### config.mk
export PLATFORM = sky130hd
export DESIGN_NAME = cpu_run_ctrl
export DESIGN_NICKNAME = d
export VERILOG_FILES = /design/src/rtl/cpu_run_ctrl.sv
export SDC_FILE = /design/constraint.sdc
export NUM_CORES = 1
export LEC_CHECK = 0
export CORE_ASPECT_RATIO = 0.75
export CORE_MARGIN = 4
export CORE_UTILIZATION = 45
export DETAILED_ROUTE_END_ITERATION = 10
export GPL_TIMING_DRIVEN = 0
export PLACE_DENSITY_LB_ADDON = 0.2
export SLEW_MARGIN = 20
export SYNTH_ARGS = -nofsm -noshare
export SYNTH_HDL_FRONTEND = slang
export SYNTH_SLANG_ARGS = --single-unit
### constraint.sdc
create_clock -name sys_clk -period 5.2 [get_ports sys_clk]
set_input_delay 0.78 -clock sys_clk [delete_from_list [all_inputs] [get_ports sys_clk]]
set_output_delay 0.78 -clock sys_clk [all_outputs]
set_load 0.02 [all_outputs]
### src/rtl/cpu_run_ctrl.sv
// cpu_run_ctrl: debug run controller for a CPU core.
// Sequences CPU reset, free run with an optional PC breakpoint, and counted single-step.
//
// state  | meaning
// -------+------------------------------------------------------------
// IDLE   | CPU clock gated, waiting for a command
// CPURST | cpu_rst asserted, down-counter times RST_CYCLES
// RUN    | CPU enabled until halt, breakpoint or STOP
// STEP   | CPU enabled for a counted number of retirements
module cpu_run_ctrl #(
  parameter int unsigned RST_CYCLES = 4
) (
  input  logic        sys_clk,
  input  logic        sys_rst,
  input  logic        cmd_valid,
  output logic        cmd_ready,
  input  logic [1:0]  cmd_op,
  input  logic [31:0] cmd_arg,
  input  logic        cmd_bp_en,
  input  logic        cpu_commit_en,
  input  logic [31:0] cpu_commit_pc,
  input  logic        cpu_commit_halt,
  output logic        cpu_rst,
  output logic        cpu_global_en,
  output logic [1:0]  status_state,
  output logic [1:0]  status_cause,
  output logic [31:0] commit_cnt,
  output logic        done_pulse
);

  typedef enum logic [1:0] {
    IDLE   = 2'd0,
    CPURST = 2'd1,
    RUN    = 2'd2,
    STEP   = 2'd3
  } state_t;

  localparam logic [1:0] OP_RESET = 2'd0;
  localparam logic [1:0] OP_RUN   = 2'd1;
  localparam logic [1:0] OP_STEP  = 2'd2;
  localparam logic [1:0] OP_STOP  = 2'd3;

  localparam logic [1:0] CAUSE_NONE = 2'd0;
  localparam logic [1:0] CAUSE_HALT = 2'd1;
  localparam logic [1:0] CAUSE_BP   = 2'd2;
  localparam logic [1:0] CAUSE_STOP = 2'd3;

  localparam logic [7:0] RST_LOAD = 8'(RST_CYCLES);

  state_t      state, state_nxt;
  logic [7:0]  rst_cnt, rst_cnt_nxt;
  logic [31:0] remaining, remaining_nxt;
  logic [31:0] bp_pc, bp_pc_nxt;
  logic        bp_en, bp_en_nxt;
  logic [1:0]  cause_nxt;
  logic [31:0] cnt_q, cnt_nxt;

  logic cmd_fire;
  logic stop_req;
  logic commit;
  logic bp_hit;
  logic step_last;
  logic rst_tc;

  assign cmd_fire  = cmd_valid & cmd_ready;
  assign stop_req  = cmd_fire & (cmd_op == OP_STOP);
  // Retirements only count while the core is actually clocked.
  assign commit    = cpu_commit_en & cpu_global_en;
  assign bp_hit    = bp_en & (cpu_commit_pc == bp_pc);
  assign step_last = (state == STEP) & (remaining == 32'd1);
  assign rst_tc    = (rst_cnt <= 8'd1);
  assign commit_cnt = cnt_q;

  always_comb begin
    state_nxt     = state;
    rst_cnt_nxt   = rst_cnt;
    remaining_nxt = remaining;
    bp_pc_nxt     = bp_pc;
    bp_en_nxt     = bp_en;
    cause_nxt     = status_cause;
    cnt_nxt       = commit ? cnt_q + 32'd1 : cnt_q;

    unique case (state)
      IDLE: begin
        if (cmd_fire) begin
          case (cmd_op)
            OP_RESET: begin
              state_nxt   = CPURST;
              rst_cnt_nxt = RST_LOAD;
              cnt_nxt     = 32'd0;
              cause_nxt   = CAUSE_NONE;
            end
            OP_RUN: begin
              state_nxt = RUN;
              bp_pc_nxt = cmd_arg;
              bp_en_nxt = cmd_bp_en;
            end
            OP_STEP: begin
              state_nxt     = STEP;
              remaining_nxt = (cmd_arg == 32'd0) ? 32'd1 : cmd_arg;
            end
            default: begin
            end
          endcase
        end
      end

      CPURST: begin
        if (rst_tc) begin
          state_nxt = IDLE;
        end else begin
          rst_cnt_nxt = rst_cnt - 8'd1;
        end
      end

      RUN, STEP: begin
        // A terminating commit decides the cause even when STOP arrives with it.
        if (commit && cpu_commit_halt) begin
          state_nxt = IDLE;
          cause_nxt = CAUSE_HALT;
        end else if (commit && bp_hit) begin
          state_nxt = IDLE;
          cause_nxt = CAUSE_BP;
        end else if (commit && step_last) begin
          state_nxt = IDLE;
          cause_nxt = CAUSE_STOP;
        end else if (stop_req) begin
          state_nxt = IDLE;
          cause_nxt = CAUSE_STOP;
        end else if (commit && (state == STEP)) begin
          remaining_nxt = remaining - 32'd1;
        end
      end

      default: begin
        state_nxt = IDLE;
      end
    endcase
  end

  always_ff @(posedge sys_clk) begin
    if (sys_rst) begin
      state         <= CPURST;
      rst_cnt       <= RST_LOAD;
      remaining     <= 32'd0;
      bp_pc         <= 32'd0;
      bp_en         <= 1'b0;
      status_cause  <= CAUSE_NONE;
      cnt_q         <= 32'd0;
      done_pulse    <= 1'b0;
      cpu_rst       <= 1'b1;
      cpu_global_en <= 1'b0;
      cmd_ready     <= 1'b0;
      status_state  <= CPURST;
    end else begin
      state         <= state_nxt;
      rst_cnt       <= rst_cnt_nxt;
      remaining     <= remaining_nxt;
      bp_pc         <= bp_pc_nxt;
      bp_en         <= bp_en_nxt;
      status_cause  <= cause_nxt;
      cnt_q         <= cnt_nxt;
      // Outputs are registered from the next state so they line up with it.
      done_pulse    <= (state != IDLE) && (state_nxt == IDLE);
      cpu_rst       <= (state_nxt == CPURST);
      cpu_global_en <= (state_nxt == RUN) || (state_nxt == STEP);
      cmd_ready     <= (state_nxt != CPURST);
      status_state  <= state_nxt;
    end
  end

endmodule

Yosys cells after proc, flatten, opt, wreduce, memory -nomap -nowiden --
Cells that the tools add are included.
Operators by class: add/subtract/negate cells 3, order comparisons 1, equal/unequal tests 22, multiplexer cells 32, bitwise operators 5, reductions and logical operators 18
Operators with widths (count):
- 32-bit two-way mux | 12
- 32-bit case mux with 2 select lines | 1
- 32-bit by 1-bit adder with 32-bit output, second input constant | 1
- 32-bit by 1-bit == test with 1-bit output, second input constant | 1
- 32-bit == test | 1
- 32-bit zero test | 1
- 32-bit by 1-bit subtractor with 32-bit output, second input constant | 1
- 2-bit two-way mux | 12
- 8-bit two-way mux | 3
- 8-bit case mux with 2 select lines | 1
- 2-bit != test, second input constant | 7
- 2-bit == test, second input constant | 6
- 2-bit case mux with 3 select lines | 2
- 8-bit by 1-bit less-or-equal comparator with 1-bit output, second input constant | 1
- 4-bit AND reduction | 2
- 8-bit AND reduction | 1
- 8-bit by 1-bit subtractor with 8-bit output, second input constant | 1
- 2-bit by 1-bit == test with 1-bit output, second input constant | 3
- 2-bit zero test | 3
- 2-bit by 1-bit != test with 1-bit output, second input constant | 3
- 2-bit nonzero test | 3
- 1-bit bitwise AND | 5
- 1-bit logical AND | 5
- 5-bit != test, second input constant | 1
- other kinds (4) | 4
Word-level totals: register bits 113, input port bits 72, output and inout bits 40, logic and storage cells 92

Depth between registers and ports, before layout --
Gate-level depths: netlist of the first run.
depth after elaboration 9, mapped depth 11, mapped depth without buffers 9

Worst setup path after synthesis of the first run --
Ideal clock, no wire load.
kind input-to-reg, from input port cpu_commit_pc[30], to register remaining[25], setup time 116 ps, arrival 2441 ps, data required time 5084 ps, setup slack 2643 ps, stages on the path 8, path buffers 2, path through xor2_1 nor4_1 nand3_1 or4_1 and3_4 buf_6 buf_6 a31o_1
On the way: longest elaborated chain between the ends 5
Ends and longest elaborated chain:
- start: declaration | line 21 | input logic [31:0] cpu_commit_pc,
- 32-bit == test | line 69 | assign bp_hit = bp_en & (cpu_commit_pc == bp_pc);
- 1-bit bitwise AND | line 69
- 1-bit logical AND | line 121 | end else if (commit && bp_hit) begin
- 2-bit != test (no source line)
- 8-bit AND reduction (no source line)
- end signal: assignment | line 158 | remaining <= remaining_nxt;
- end: declaration | line 52 | logic [31:0] remaining, remaining_nxt;
No other way between the ends. A chain may end at the register's enable or synchronous reset.

Final worst setup path of the first run --
from input port cpu_commit_en, to register cnt_q[27] (netlist: commit_cnt[27])
On the way: longest elaborated chain between the ends 5
Ends and longest elaborated chain:
- start: declaration | line 20 | input logic cpu_commit_en,
- 1-bit bitwise AND (*) | line 68 | assign commit = cpu_commit_en & cpu_global_en;
- 32-bit two-way mux (*) | line 81 | cnt_nxt = commit ? cnt_q + 32'd1 : cnt_q;
- 32-bit two-way mux | line 86 | case (cmd_op)
- 32-bit two-way mux | line 85 | if (cmd_fire) begin
- 32-bit two-way mux (*) | line 83 | unique case (state)
- end signal: assignment | line 162 | cnt_q <= cnt_nxt;
- end: declaration | line 56 | logic [31:0] cnt_q, cnt_nxt;
Mark *: on every way between the ends. The rest lies on a longest branch, timed or not.

==> results.py, run 1 <==
metrics = {
    "timing": {
        "setup_viol": 0,
        "hold_violations": 0,
        "skew_ns": 0.008367,
        "slew_headroom_pct": 48.31,
        "worst_pin_slew_ns": 0.7695,
        "period_minus_slack_ns": 3.164,
        "rsz0062_at_grt": "no",
        "timing.fmax_mhz": 316.0,
        "post-route-period-util_pct": 60.85,
        "tns_ns": 0,
        "maxSlewViolCount": 0,
    },
    "drt": {
        "drc": 0,
        "met3_length_mm": 1.710,
        "drt_iter0_drc": 520,
        "antenna_left": 0,
        "top_layer": "met4",
        "dr_total_vias": 5963,
        "routed-wl-met2_mm": 8.265,
        "wire_per_inst_um": 18.63,
        "routed_via_density": 5.745,
        "met1Wirelength_mm": 9.089,
        "wirelength_mm": 19.34,
        "dr.pass1.iters": 5,
    },
    "clock_network": {
        "clockRootBuffer": "clkbuf_16",
        "clock_latency_ns": 0.41,
        "h-tree-depth": 4,
        "cts_sinks": 113,
        "cts.hold.buffers_added": 0,
        "numCtsBuffers": 17,
        "cts-resized-gates": 0,
        "clk_path_buf_depth": 2,
        "cts_tree": "built",
        "clk_pin_slew_ns": 0.06,
        "post-cts-setup-buffers": 0,
    },
    "critical_path": {
        "reg2regPathDepth": 7,
        "cp-start-kind": "input port",
        "cp.arrival_ns": 3.50,
        "critPathMaxFanout": 8,
        "required_ns": 5.54,
        "worst_setup_path_end_kind": "flip-flop",
        "path_class": "input port to flip-flop",
        "slowest_delay_ns": 0.71,
        "critical_path.cell_chain": "clkdlybuf4s50_1 > and2_1 > buf_2 > nand4_1 > nor3_1 > nand3_1 > or3_1 > a21oi_1",
        "worst_path_max_delay_cell": "nor3_1",
    },
    "placement": {
        "dp_hpwl_mm": 14.44,
        "port_buffers": 110,
        "gp_congestion": 0.9277,
    },
    "die": {
        "initial_core_util_pct": 46.64,
        "die_w_um": 139.3,
        "die_area_um2": 14840,
        "die_h_um": 106.5,
        "rows": 35,
        "ios": 112,
        "coreArea_um2": 12480,
    },
    "job": {
        "maxCapViolations": 0,
    },
    "logic_synthesis": {
        "synthFlopType": "dfxtp_1",
        "async_flop_share_pct": 0,
        "ys_ff_latch": 113,
        "synth.top_cell.area_share_pct": 38.87,
        "syn_area_um2": 5821,
        "avgSynthCellArea_um2": 7.973,
        "synth.distinct_cells": 52,
        "yosys_warnings": 0,
        "synth_cells": 730,
        "synth_edf_count": 0,
        "synth_largest_area_cell": "dfxtp_1",
        "synth_fp_nets": 812,
        "ys_top_cells_by_area": "dfxtp_1, nand2_1, xor2_1, a21oi_1, nor2_1",
        "ys_seq_area_share_pct": 38.87,
    },
    "pwr": {
        "seqPwrFrac_pct": 36.2,
        "ir_worst_vdd_mv": 0.2521,
        "p_leak_nw": 2.846,
        "switching_share_pct": 27.57,
        "power.density_nw_per_um2": 340.5,
        "switchingPower_uw": 727.9,
        "finalPower_mw": 2.640,
        "p_clk_share_pct": 46.5,
        "pwr-share-comb_pct": 17.3,
        "p_int_mw": 1.913,
    },
    "worst_hold_path": {
        "hold_depth": 2,
        "hold_class": "flip-flop to flip-flop",
    },
    "finish": {
        "finalNetCount": 941,
        "ff_latch_area_um2": 2262,
        "drive_gt1_share_pct": 7.339,
        "multi_input_area_um2": 3357,
        "n_fill_cell": 1102,
        "diodes": 0,
        "syn2layout_area_growth_pct": 33.23,
    },
    "global_routing": {
        "grt_pass1_wl_mm": 30.06,
        "grt_pass1_vias": 5517,
        "antenna_found_initial": 0,
        "grt_max_degree": 17,
        "gr-total-overflow": 0,
        "grt_usage_pct": 25.50,
    },
    "status": {
        "outcome": "finished clean",
    },
}
==> power by group through the flow <==
stage          clock [mW]  sequential (mW)  combinational (mW)
2_1_floorplan           0            0.978               0.257
3_3_place_gp            0            0.969               0.433
3_5_place_dp            0            0.972               0.442
4_1_cts              1.24            0.955               0.450
5_1_grt              1.27            0.961               0.498
6_report             1.23            0.957               0.456
==> state kept, by name, summed over array words and instances (netlist names) <==
signal and flops:
cmd_ready 1, bp_en 1, bp_pc 32, done_pulse 1, commit_cnt 32, status_cause 2, state 2, remaining 32
rst_cnt 8, cpu_rst 1, cpu_global_en 1
==> critical path, delay by kind of cell <==
family                 cells  cell delay [ns]
AO/OA/AOI/OAI              1             0.14
buffers and inverters      2             0.78
AND/OR/NAND/NOR            5             1.80
==> synth_stat cells, types with 4 or more instances <==
| master | number |
|---|---|
| nand2_1 | 125 |
| dfxtp_1 | 113 |
| a21oi_1 | 78 |
| nor2_1 | 71 |
| xor2_1 | 53 |
| nand3_1 | 29 |
| clkbuf_1 | 27 |
| nor3_1 | 26 |
| o21ai_0 | 26 |
| nor4_1 | 19 |
| nand4_1 | 15 |
| xnor2_1 | 15 |
| a211oi_2 | 14 |
| o32ai_1 | 12 |
| and3_1 | 10 |
| ha_1 | 10 |
| inv_1 | 9 |
| or3_1 | 8 |
| and2_1 | 5 |
| mux2i_1 | 5 |
| o22ai_1 | 5 |
| and4_1 | 4 |
| buf_2 | 4 |
| o31ai_1 | 4 |
| or4_1 | 4 |
==> final timing paths <==
check	slack, ns	from	end
hold reg to reg	0.47	bp_en	bp_en
hold / removal	0.47	bp_en	bp_en
setup / recovery	2.04	cpu_commit_en	commit_cnt[27]
setup reg to reg	2.55	cpu_global_en	commit_cnt[27]
==> cell usage in the layout (no fill, tap or decap), types with 17 or more instances in the layout <==
master,instances
nand2_1,125
nor4_1,19
dfxtp_1,113
nor3_1,26
o21ai_0,26
clkbuf_16,17
clkdlybuf4s50_1,110
nor2_1,71
a21oi_1,78
xor2_1,53
nand3_1,29
clkbuf_1,29
==> final cells by class <==
class                   count  area share [%]
plain buffers              37           2.146
clock buffers              19           5.582
clock inverters            13           2.404
inverters                  11          0.5324
multi-input cells         569           43.29
flip-flops and latches    113           29.17
well taps                 166           2.678
repair buffers            110           14.20
==> kinds of logic after synthesis <==
group | count (synthesis) | share of synthesized area (%)
adders and majority gates | 10 | 2.150
muxes | 6 | 1.053
xor gates and xnor gates | 68 | 10.23
buffers and inverters | 48 | 3.568
AOI/OAI and AO/OA | 153 | 16.75
and+or+nand+nor | 332 | 27.39
DFF | 113 | 38.87
==> metal layers <==
layer,up-vias,track usage (%)
met5,-,0
met3,29,5.755
li1,2832,-
met2,279,37.38
met4,0,7.123
met1,2823,37.48
==> stage by stage <==
stage | hold slack (ns) | cells | utilization [%] | worst slack (ns) | instance area (um2)
after floorplan | 0.4367 | 730 | - | 2.643 | 5821
after global placement | 0.4436 | 1006 | 57.12 | 1.697 | 7129
after detailed placement | 0.4594 | 1006 | 57.17 | 1.651 | 7136
after CTS | 0.4656 | 1038 | 62.14 | 2.068 | 7755
after global routing | 0.4832 | 1038 | 62.14 | 1.852 | 7755
final | 0.4654 | 1038 | 62.14 | 2.036 | 7755
No activity file was read; power rests on OpenSTA's default activity.
==> inputs of run 2 (changes only) <==
==> constraint.sdc (replaced) <==
create_clock -name sys_clk -period 3.1 [get_ports sys_clk]
set_input_delay 0.465 -clock sys_clk [delete_from_list [all_inputs] [get_ports sys_clk]]
set_output_delay 0.465 -clock sys_clk [all_outputs]
set_load 0.02 [all_outputs]
==> results of run 2 <==
The final DEF is identical to that of run 1. Status: finished clean.
Among the figures that moved: setup slack after placement 1.651 ns -> -0.1342 ns; setup slack after layout 2.036 ns -> 0.2508 ns; register-to-register setup slack 2.55 ns -> 0.45 ns; total power 2.640 mW -> 4.429 mW; worst IR drop on VDD 0.2521 mV -> 0.4229 mV
==> inputs of run 3 (changes only) <==
--- a/config.mk
+++ b/config.mk
@@ -5,7 +5,7 @@
 export SDC_FILE = /design/constraint.sdc
 export NUM_CORES = 1
 export LEC_CHECK = 0
-export CORE_ASPECT_RATIO = 0.75
+export CORE_ASPECT_RATIO = 1.5
 export CORE_MARGIN = 4
 export CORE_UTILIZATION = 45
 export DETAILED_ROUTE_END_ITERATION = 10
==> results.py, run 3 (synthesis gave the netlist of run 1 again) <==
metrics = {
    "status": {
        "outcome": "finished clean",
    },
    "finish": {
        "n_fill_cell": 1139,
        "ff_latch_area_um2": 2262,
        "layout_common_cells": "nand2_1, dfxtp_1, clkdlybuf4s50_1",
        "finalNetCount": 941,
        "drive_gt1_share_pct": 7.454,
        "multi_input_area_um2": 3357,
        "syn2layout_area_growth_pct": 32.80,
        "layout_commonest_cell": "nand2_1",
        "diodes": 0,
    },
    "timing": {
        "timing.fmax_mhz": 356.2,
        "period_minus_slack_ns": 2.807,
        "fin_hold_ws_ns": 0.4624,
        "slew_headroom_pct": 40.76,
        "maxSlewViolCount": 0,
        "worst_pin_slew_ns": 0.8805,
        "setup_viol": 0,
        "rsz0062_at_grt": "no",
        "tns_ns": 0,
        "worst_slack_ns": 0.2928,
        "post-route-period-util_pct": 90.56,
        "skew_ns": 0.01152,
        "hold_violations": 0,
    },
    "pwr": {
        "seqPwrFrac_pct": 36.8,
        "finalPower_mw": 4.365,
        "p_clk_share_pct": 45.9,
        "p_leak_nw": 2.840,
        "switching_share_pct": 28.18,
        "ir_worst_vdd_mv": 0.3322,
        "power.density_nw_per_um2": 564.7,
        "pwr-share-comb_pct": 17.3,
        "p_int_mw": 3.135,
        "switchingPower_mw": 1.230,
    },
    "placement": {
        "port_buffers": 110,
        "dp_hpwl_mm": 14.78,
        "gp_congestion": 0.9284,
        "place_ws_ns": -0.1243,
    },
    "die": {
        "ios": 112,
        "rows": 50,
        "coreArea_um2": 12570,
        "die_area_um2": 14860,
        "initial_core_util_pct": 46.29,
        "die_h_um": 147.3,
        "die_w_um": 100.9,
    },
    "critical_path": {
        "worst_path_max_delay_cell": "nor3_1",
        "critPathMaxFanout": 8,
        "cp-startpoint": "cpu_commit_en",
        "rr_startpoint": "remaining[0]",
        "slowest_delay_ns": 0.71,
        "path_class": "input port to flip-flop",
        "worst_setup_path_end_kind": "flip-flop",
        "critical_path.cell_chain": "clkdlybuf4s50_1 > and2_1 > buf_2 > nand4_1 > nor3_1 > nand3_1 > or3_1 > a21oi_1",
        "cp.arrival_ns": 3.15,
        "crit_buf_inv": 2,
        "cp_top_family": "simple AND/OR/NAND/NOR gates",
        "required_ns": 3.45,
        "cp-start-kind": "input port",
    },
    "global_routing": {
        "grt_pass1_vias": 6111,
        "gr-total-overflow": 0,
        "grt_pass1_wl_mm": 30.52,
        "grt_max_degree": 17,
        "grt_usage_pct": 26.47,
        "antenna_found_initial": 0,
    },
    "drt": {
        "dr.pass1.iters": 5,
        "wirelength_mm": 19.47,
        "drt_iter0_drc": 315,
        "antenna_left": 0,
        "drc": 0,
        "dr_total_vias": 5936,
        "routed_via_density": 5.774,
        "wire_per_inst_um": 18.94,
    },
    "clock_network": {
        "clk_pin_slew_ns": 0.06,
        "cts.hold.buffers_added": 0,
        "post-cts-setup-buffers": 0,
        "clk_path_buf_depth": 2,
        "clock_latency_ns": 0.42,
        "numCtsBuffers": 17,
        "h-tree-depth": 4,
        "clockRootBuffer": "clkbuf_16",
        "cts_tree": "built",
        "cts_sinks": 113,
        "cts-resized-gates": 0,
    },
    "worst_hold_path": {
        "hold_class": "flip-flop to flip-flop",
        "holdCritStartpoint": "bp_en",
    },
    "job": {
        "maxCapViolations": 0,
    },
}
run 3: cell types whose count changed in the layout (fill, tap and decap cells not counted):
cell       before  now
bufinv_16       4    3
clkbuf_1       29   28
clkinv_2        2    1
inv_6           1    4
run 3: worst paths after layout:
check                                 endpoint  slack, ns  cells past startpoint
worst max register to register   remaining[14]       0.43                      9
worst max-delay path            commit_cnt[27]       0.29                      8
worst min-delay path                     bp_en       0.46                      2
worst min register to register           bp_en       0.46                      2
run 3: power by group through the flow:
stage / registers (mW) / logic, mW / clock network [mW]
global placement: 1.63 / 0.728 / 0
CTS: 1.60 / 0.754 / 2.02
floorplan: 1.64 / 0.432 / 0
finish: 1.61 / 0.755 / 2.00
global route: 1.62 / 0.827 / 2.09
detailed placement: 1.63 / 0.745 / 0
run 3: worst reg2reg max path, delay by kind of cell, from the launching register on:
family	cells	cell delay, ns
and+or+nand+nor	5	1.56
DFF	1	0.36
AOI/OAI and AO/OA	2	0.26
adders and majority gates	1	0.24
buffers and inverters	1	0.09
run 3: cell type report:
class	instances	share of cell area, %
buffer	37	2.153
timing repair buffer	110	14.24
tap	156	2.525
inverter	11	0.5342
sequential	113	29.27
clock buffer	18	5.552
clock inverter	14	2.298
multi-input combinational	569	43.43
run 3: per-layer routing:
layer	vias to the layer above	part of all wire, %	track usage (%)
li1	2834	-	-
met1	2791	36	28.04
met2	259	52	47.13
met3	52	6.6	5.273
met4	0	4.7	15.85
met5	-	0	0
run 3: per-stage QoR:
| stage | util (%) | instance area (um2) | instances |
|---|---|---|---|
| 3_5_place_dp | 56.65 | 7123 | 996 |
| 6_report | 61.47 | 7730 | 1028 |
| 3_3_place_gp | 56.60 | 7117 | 996 |
| 2_1_floorplan | - | 5821 | 730 |
| 5_1_grt | 61.47 | 7730 | 1028 |
| 4_1_cts | 61.47 | 7730 | 1028 |
